===== config.mk =====
export PLATFORM = sky130hd
export DESIGN_NAME = hazard_unit_mc
export DESIGN_NICKNAME = d
export VERILOG_FILES = /design/src/rtl/hazard_pkg.sv /design/src/rtl/mdu_stall_seq.sv /design/src/rtl/hazard_unit_mc.sv
export SDC_FILE = /design/constraint.sdc
export NUM_CORES = 1
export LEC_CHECK = 0
export ABC_AREA = 0
export CAP_MARGIN = 20
export CORE_MARGIN = 2
export CORE_UTILIZATION = 39
export DETAILED_ROUTE_END_ITERATION = 7
export PLACE_DENSITY = 0.73
export REMOVE_ABC_BUFFERS = 1
export SLEW_MARGIN = 15
export SYNTH_ARGS = -nofsm -noshare
export SYNTH_HDL_FRONTEND = slang
export SYNTH_SLANG_ARGS = --single-unit

===== constraint.sdc =====
create_clock -name clk -period 1.85 [get_ports clk]
set_input_delay 0.37 -clock clk [delete_from_list [all_inputs] [get_ports clk]]
set_output_delay 0.37 -clock clk [all_outputs]
set_load 0.02 [all_outputs]

===== src/rtl/hazard_pkg.sv =====
// rtl/hazard_pkg.sv - shared encodings for the hazard controller
package hazard_pkg;

    localparam logic [1:0] FWD_RF  = 2'b00;
    localparam logic [1:0] FWD_WB  = 2'b01;
    localparam logic [1:0] FWD_MEM = 2'b10;

    typedef enum logic {
        IDLE = 1'b0,
        BUSY = 1'b1
    } mduState_e;

endpackage


===== src/rtl/mdu_stall_seq.sv =====
// rtl/mdu_stall_seq.sv - holds a multi-cycle MDU op in E for MDU_LAT cycles
module mdu_stall_seq
    import hazard_pkg::*;
#(
    parameter int MDU_LAT = 4
) (
    input  logic clk,
    input  logic reset_n,
    input  logic MdvStartE,
    output logic mdvStall,
    output logic MdvDoneE,
    output logic MdvBusy
);

    localparam int CW = (MDU_LAT > 1) ? $clog2(MDU_LAT) : 1;
    localparam bit MULTI = (MDU_LAT > 1);
    // First cycle is spent in IDLE, so BUSY covers the remaining MDU_LAT-1 cycles.
    localparam logic [CW-1:0] CNT_INIT = MULTI ? CW'(MDU_LAT - 2) : '0;

    mduState_e state;
    logic [CW-1:0] cnt;

    always_ff @(posedge clk or negedge reset_n) begin
        if (!reset_n) begin
            state <= IDLE;
            cnt   <= '0;
        end else begin
            case (state)
                IDLE: begin
                    if (MdvStartE && MULTI) begin
                        state <= BUSY;
                        cnt   <= CNT_INIT;
                    end
                end
                BUSY: begin
                    if (cnt == '0) begin
                        state <= IDLE;
                    end else begin
                        cnt <= cnt - 1'b1;
                    end
                end
                default: begin
                    state <= IDLE;
                    cnt   <= '0;
                end
            endcase
        end
    end

    assign MdvBusy  = (state == BUSY);
    assign mdvStall = ((state == IDLE) && MdvStartE && MULTI) || (MdvBusy && (cnt != '0));
    assign MdvDoneE = ((state == IDLE) && MdvStartE && !MULTI) || (MdvBusy && (cnt == '0));

endmodule


===== src/rtl/hazard_unit_mc.sv =====
// rtl/hazard_unit_mc.sv - forwarding, load-use, MDU stall and event counters
module hazard_unit_mc
    import hazard_pkg::*;
#(
    parameter int ADDR_W  = 5,
    parameter int MDU_LAT = 4,
    parameter int CNT_W   = 16
) (
    input  logic              clk,
    input  logic              reset_n,
    input  logic [ADDR_W-1:0] Rs1D,
    input  logic [ADDR_W-1:0] Rs2D,
    input  logic              Rs1UsedD,
    input  logic              Rs2UsedD,
    input  logic [ADDR_W-1:0] Rs1E,
    input  logic [ADDR_W-1:0] Rs2E,
    input  logic [ADDR_W-1:0] RdE,
    input  logic [ADDR_W-1:0] RdM,
    input  logic [ADDR_W-1:0] RdW,
    input  logic              RegWriteM,
    input  logic              RegWriteW,
    input  logic              ResultSrcE0,
    input  logic              MdvStartE,
    input  logic              PCSrcE,
    input  logic              ClrCnt,
    output logic [1:0]        ForwardAE,
    output logic [1:0]        ForwardBE,
    output logic              StallF,
    output logic              StallD,
    output logic              StallE,
    output logic              FlushD,
    output logic              FlushE,
    output logic              FlushM,
    output logic              MdvDoneE,
    output logic              MdvBusy,
    output logic [CNT_W-1:0]  StallCount,
    output logic [CNT_W-1:0]  FlushCount
);

    function automatic logic [1:0] fwdSel(input logic [ADDR_W-1:0] src);
        if (src != '0 && src == RdM && RegWriteM) begin
            return FWD_MEM;
        end else if (src != '0 && src == RdW && RegWriteW) begin
            return FWD_WB;
        end
        return FWD_RF;
    endfunction

    logic loadStall;
    logic mdvStall;

    assign ForwardAE = fwdSel(Rs1E);
    assign ForwardBE = fwdSel(Rs2E);

    assign loadStall = ResultSrcE0 && (RdE != '0) &&
                       ((Rs1UsedD && (Rs1D == RdE)) || (Rs2UsedD && (Rs2D == RdE)));

    mdu_stall_seq #(
        .MDU_LAT(MDU_LAT)
    ) u_seq (
        .clk      (clk),
        .reset_n  (reset_n),
        .MdvStartE(MdvStartE),
        .mdvStall (mdvStall),
        .MdvDoneE (MdvDoneE),
        .MdvBusy  (MdvBusy)
    );

    // Branch flush is masked while an MDU op holds E so the held op is never squashed.
    assign StallF = loadStall | mdvStall;
    assign StallD = loadStall | mdvStall;
    assign StallE = mdvStall;
    assign FlushM = mdvStall;
    assign FlushD = PCSrcE & ~mdvStall;
    assign FlushE = loadStall | (PCSrcE & ~mdvStall);

    always_ff @(posedge clk or negedge reset_n) begin
        if (!reset_n) begin
            StallCount <= '0;
            FlushCount <= '0;
        end else if (ClrCnt) begin
            StallCount <= '0;
            FlushCount <= '0;
        end else begin
            if (StallF && (StallCount != '1)) StallCount <= StallCount + 1'b1;
            if (FlushD && (FlushCount != '1)) FlushCount <= FlushCount + 1'b1;
        end
    end

endmodule


==> key figures <==
Finish
  – Finished Cell Area: 4309 µm²
  – Cell Count, Final, Fillers Out: 507
  – Synthesis-to-layout area growth: 93.27%
  – Layout cells sized above 1: 44.37%
  – FILL cells: 334
  – NumNets Final: 483
  – Final core utilization: 78.25%
  – Antenna Cells: 0

Synthesis
  – Synth Area per Inst: 8.813 µm²
  – Ys flop type: dfrtp_1
  – Total number of yosys warnings: 0
  – Mapped Cells: 253
  – Distinct cells, synth: 39
  – Post-synth top area share: 39.28%
  – Synth async-reset ratio: 100.0%
  – Mapped Area: 2230 µm²
  – Top post-synthesis cells by area: dfrtp_1 39%, xor2_1 9.0%, xnor2_1 7.5%
  – Sequential share of the synthesized area: 39.28%
  – Synth cell count leaders: 35 x dfrtp_1, 28 x nor2_1, 23 x xor2_1
  – Synth area leader: dfrtp_1
  – Most frequent cell after synthesis: dfrtp_1
  – Post-synth EDFFs: 0
  – Seq cells post-synth: 35

Critical path
  – Worst Path Arrival: 1.69 ns
  – Critical path required time: 1.48 ns
  – Worst Setup Start Kind: input port
  – CP Launch Point: Rs2E[1]
  – Setup crit end kind: primary output
  – Critical path class: input port to primary output
  – Max FO, Critical Path: 2
  – R2r startpoint: StallCount[0]
  – Worst Setup EP: ForwardBE[0]
  – R2R Setup Slk: -0.17 ns
  – Reg2reg path depth: 10
  – Reg2reg end: StallCount[1]

Detailed routing
  – Via count of the routed design: 2,626
  – First-pass DRT Iterations: 4
  – Final ANT Viol Nets: 0
  – WL per Instance: 16.29 µm
  – Final wirelength: 8.258 mm
  – Detailed Route Iter0 Violations: 110
  – DRC: 0
  – Vias per inst: 5.179

Placed design
  – Worst slack, placed: -1.045 ns
  – Routability congestion estimate: 0.8833
  – IO Port Bufs: 88
  – DP Cell Count: 471
  – DP Area: 3657 µm²
  – Detailed placer's ending HPWL: 5.345 mm

STA
  – RSZ-0062 raised after global routing: true
  – Count of final hold-check violations: 0
  – Final worst path period share: 111.1%
  – Worst hold slack: 0.4999 ns
  – Final Max Slew Viols: 0
  – Min Tclk post-route: 2.055 ns
  – Slew at the pin closest to its max-slew limit: 0.4696 ns
  – Final WS setup: -0.2053 ns
  – Rel. slew slack: 68.69%
  – Endpoints failing setup: 17
  – TNS Setup: -1.588 ns
  – Fmax: 0.4865 GHz
  – Clk_skew: 0.002783 ns

Job
  – Max-cap violations: 0

GRT
  – Congestion Overflow GR: 0
  – Global-route wire length before repair: 11.93 mm
  – Gr usage total: 24.21%
  – Vias in the first global route: 2,531
  – Initial antenna violation count: 0
  – Largest net degree at the start of global routing: 36

Clock tree
  – Worst-skew pair later-pin latency: 0.29 ns
  – Total CTS buffers: 5
  – CTS Buffer Depth: 2
  – Clk root buf: clkbuf_8
  – CTS Sinks: 35
  – Clock slew at reported path FFs: 0.07 ns
  – H-tree Lvls: 2
  – TritonCTS clock tree: yes

Power
  – Cell Pwr Density: 858.4 nW/µm²
  – Static Leak: 1.881 nW
  – Total power draw: 3.699 mW
  – Maximum VDD drop: 0.7571 mV

Die
  – Boundary pin count: 89
  – Starting Density: 40.49%
  – Core area: 5507 µm²
  – Die Y-Extent: 79.61 µm
  – Die Wd: 79.61 µm
  – FP Rows: 27
  – Die area: 6338 µm²

Run status
  – Outcome: finished, violations left
  – Failing checks: setup timing

Min path
  – Type of the most critical hold path: input port to asynchronous set/reset pin
[worst min path at each step]
stage	startpoint	endpoint	slack, ns	cells after the start
floorplan	reset_n	FlushCount[0]	0.07	0
global placement	FlushCount[15]	FlushCount[15]	0.55	2
detailed placement	FlushCount[15]	FlushCount[15]	0.56	2
CTS	reset_n	FlushCount[13]	0.52	2
global route	reset_n	FlushCount[11]	0.53	2
finish	reset_n	FlushCount[13]	0.50	2
[registers in the layout, summed over array words and instances, names as in the netlist]
name           flops
u_seq.cnt          2
u_seq.MdvBusy      1
FlushCount        16
StallCount        16
[timing repair]
action                                  CTS  global route
resized for setup                       213            56
setup buffers                            15            14
endpoints found under the setup margin   38            33
hold buffers                              0             0
cloned                                    0             1
pin swaps                                40            26
[critical path: stages]
cell    delay, ns
buf_6        0.09
or4_4        0.55
nor2_4       0.15
buf_4        0.13
buf_4        0.09
buf_4        0.10
nor4_2       0.04
buf_4        0.16
[cell type report]
cell class,instances,area [µm²],share of cell area (%)
Clock inverter,1,5.005,0.1161
Multi-Input combinational cell,198,1584,36.76
Tap cell,72,90.09,2.091
Clock buffer,6,82.58,1.916
Inverter,11,43.79,1.016
Timing Repair Buffer,184,1628,37.78
Sequential cell,35,875.8,20.33
[per-layer routing]
metal	GRT usage (%)	wire length, µm
met1	28.10	3343
met2	45.46	4487
met3	4.525	283
met4	5.862	144
met5	0	0
[kinds of logic (layout without fill, tap and decap cells)]
logic type | count (synthesis) | in the layout | share of synthesized area [%]
and+or+nand+nor | 110 | 110 | 25.59
DFF | 35 | 35 | 39.28
xor gates and xnor gates | 42 | 42 | 16.50
adders and majority gates | 3 | 3 | 1.684
buffers and inverters | 20 | 202 | 3.928
muxes | 3 | 3 | 1.403
AOI/OAI and AO/OA | 40 | 40 | 11.62
[power breakdown]
part	total (mW)	internal [mW]	leakage (nW)	switching, mW
Clock	0.585	0.292	0.0470	0.292
Sequential	0.882	0.834	0.479	0.0485
Combinational	2.23	1.27	1.36	0.961
Total	3.70	2.40	1.88	1.30
[cell usage in the layout, fill, tap and decap left out, drive strengths merged, types with 6 or more instances in the layout]
master         instances
inv                   11
or4                    6
clkbuf                11
dfrtp                 35
nand3                 17
buf                  125
xnor2                 19
nor4                   7
nor2                  28
and3                   6
a21oi                 15
nand4                  7
nor3                  12
o21ai                 12
or3                    8
dlygate4sd2            8
xor2                  23
nand2                  9
clkdlybuf4s50         41
(Power assumes the default switching activity.)
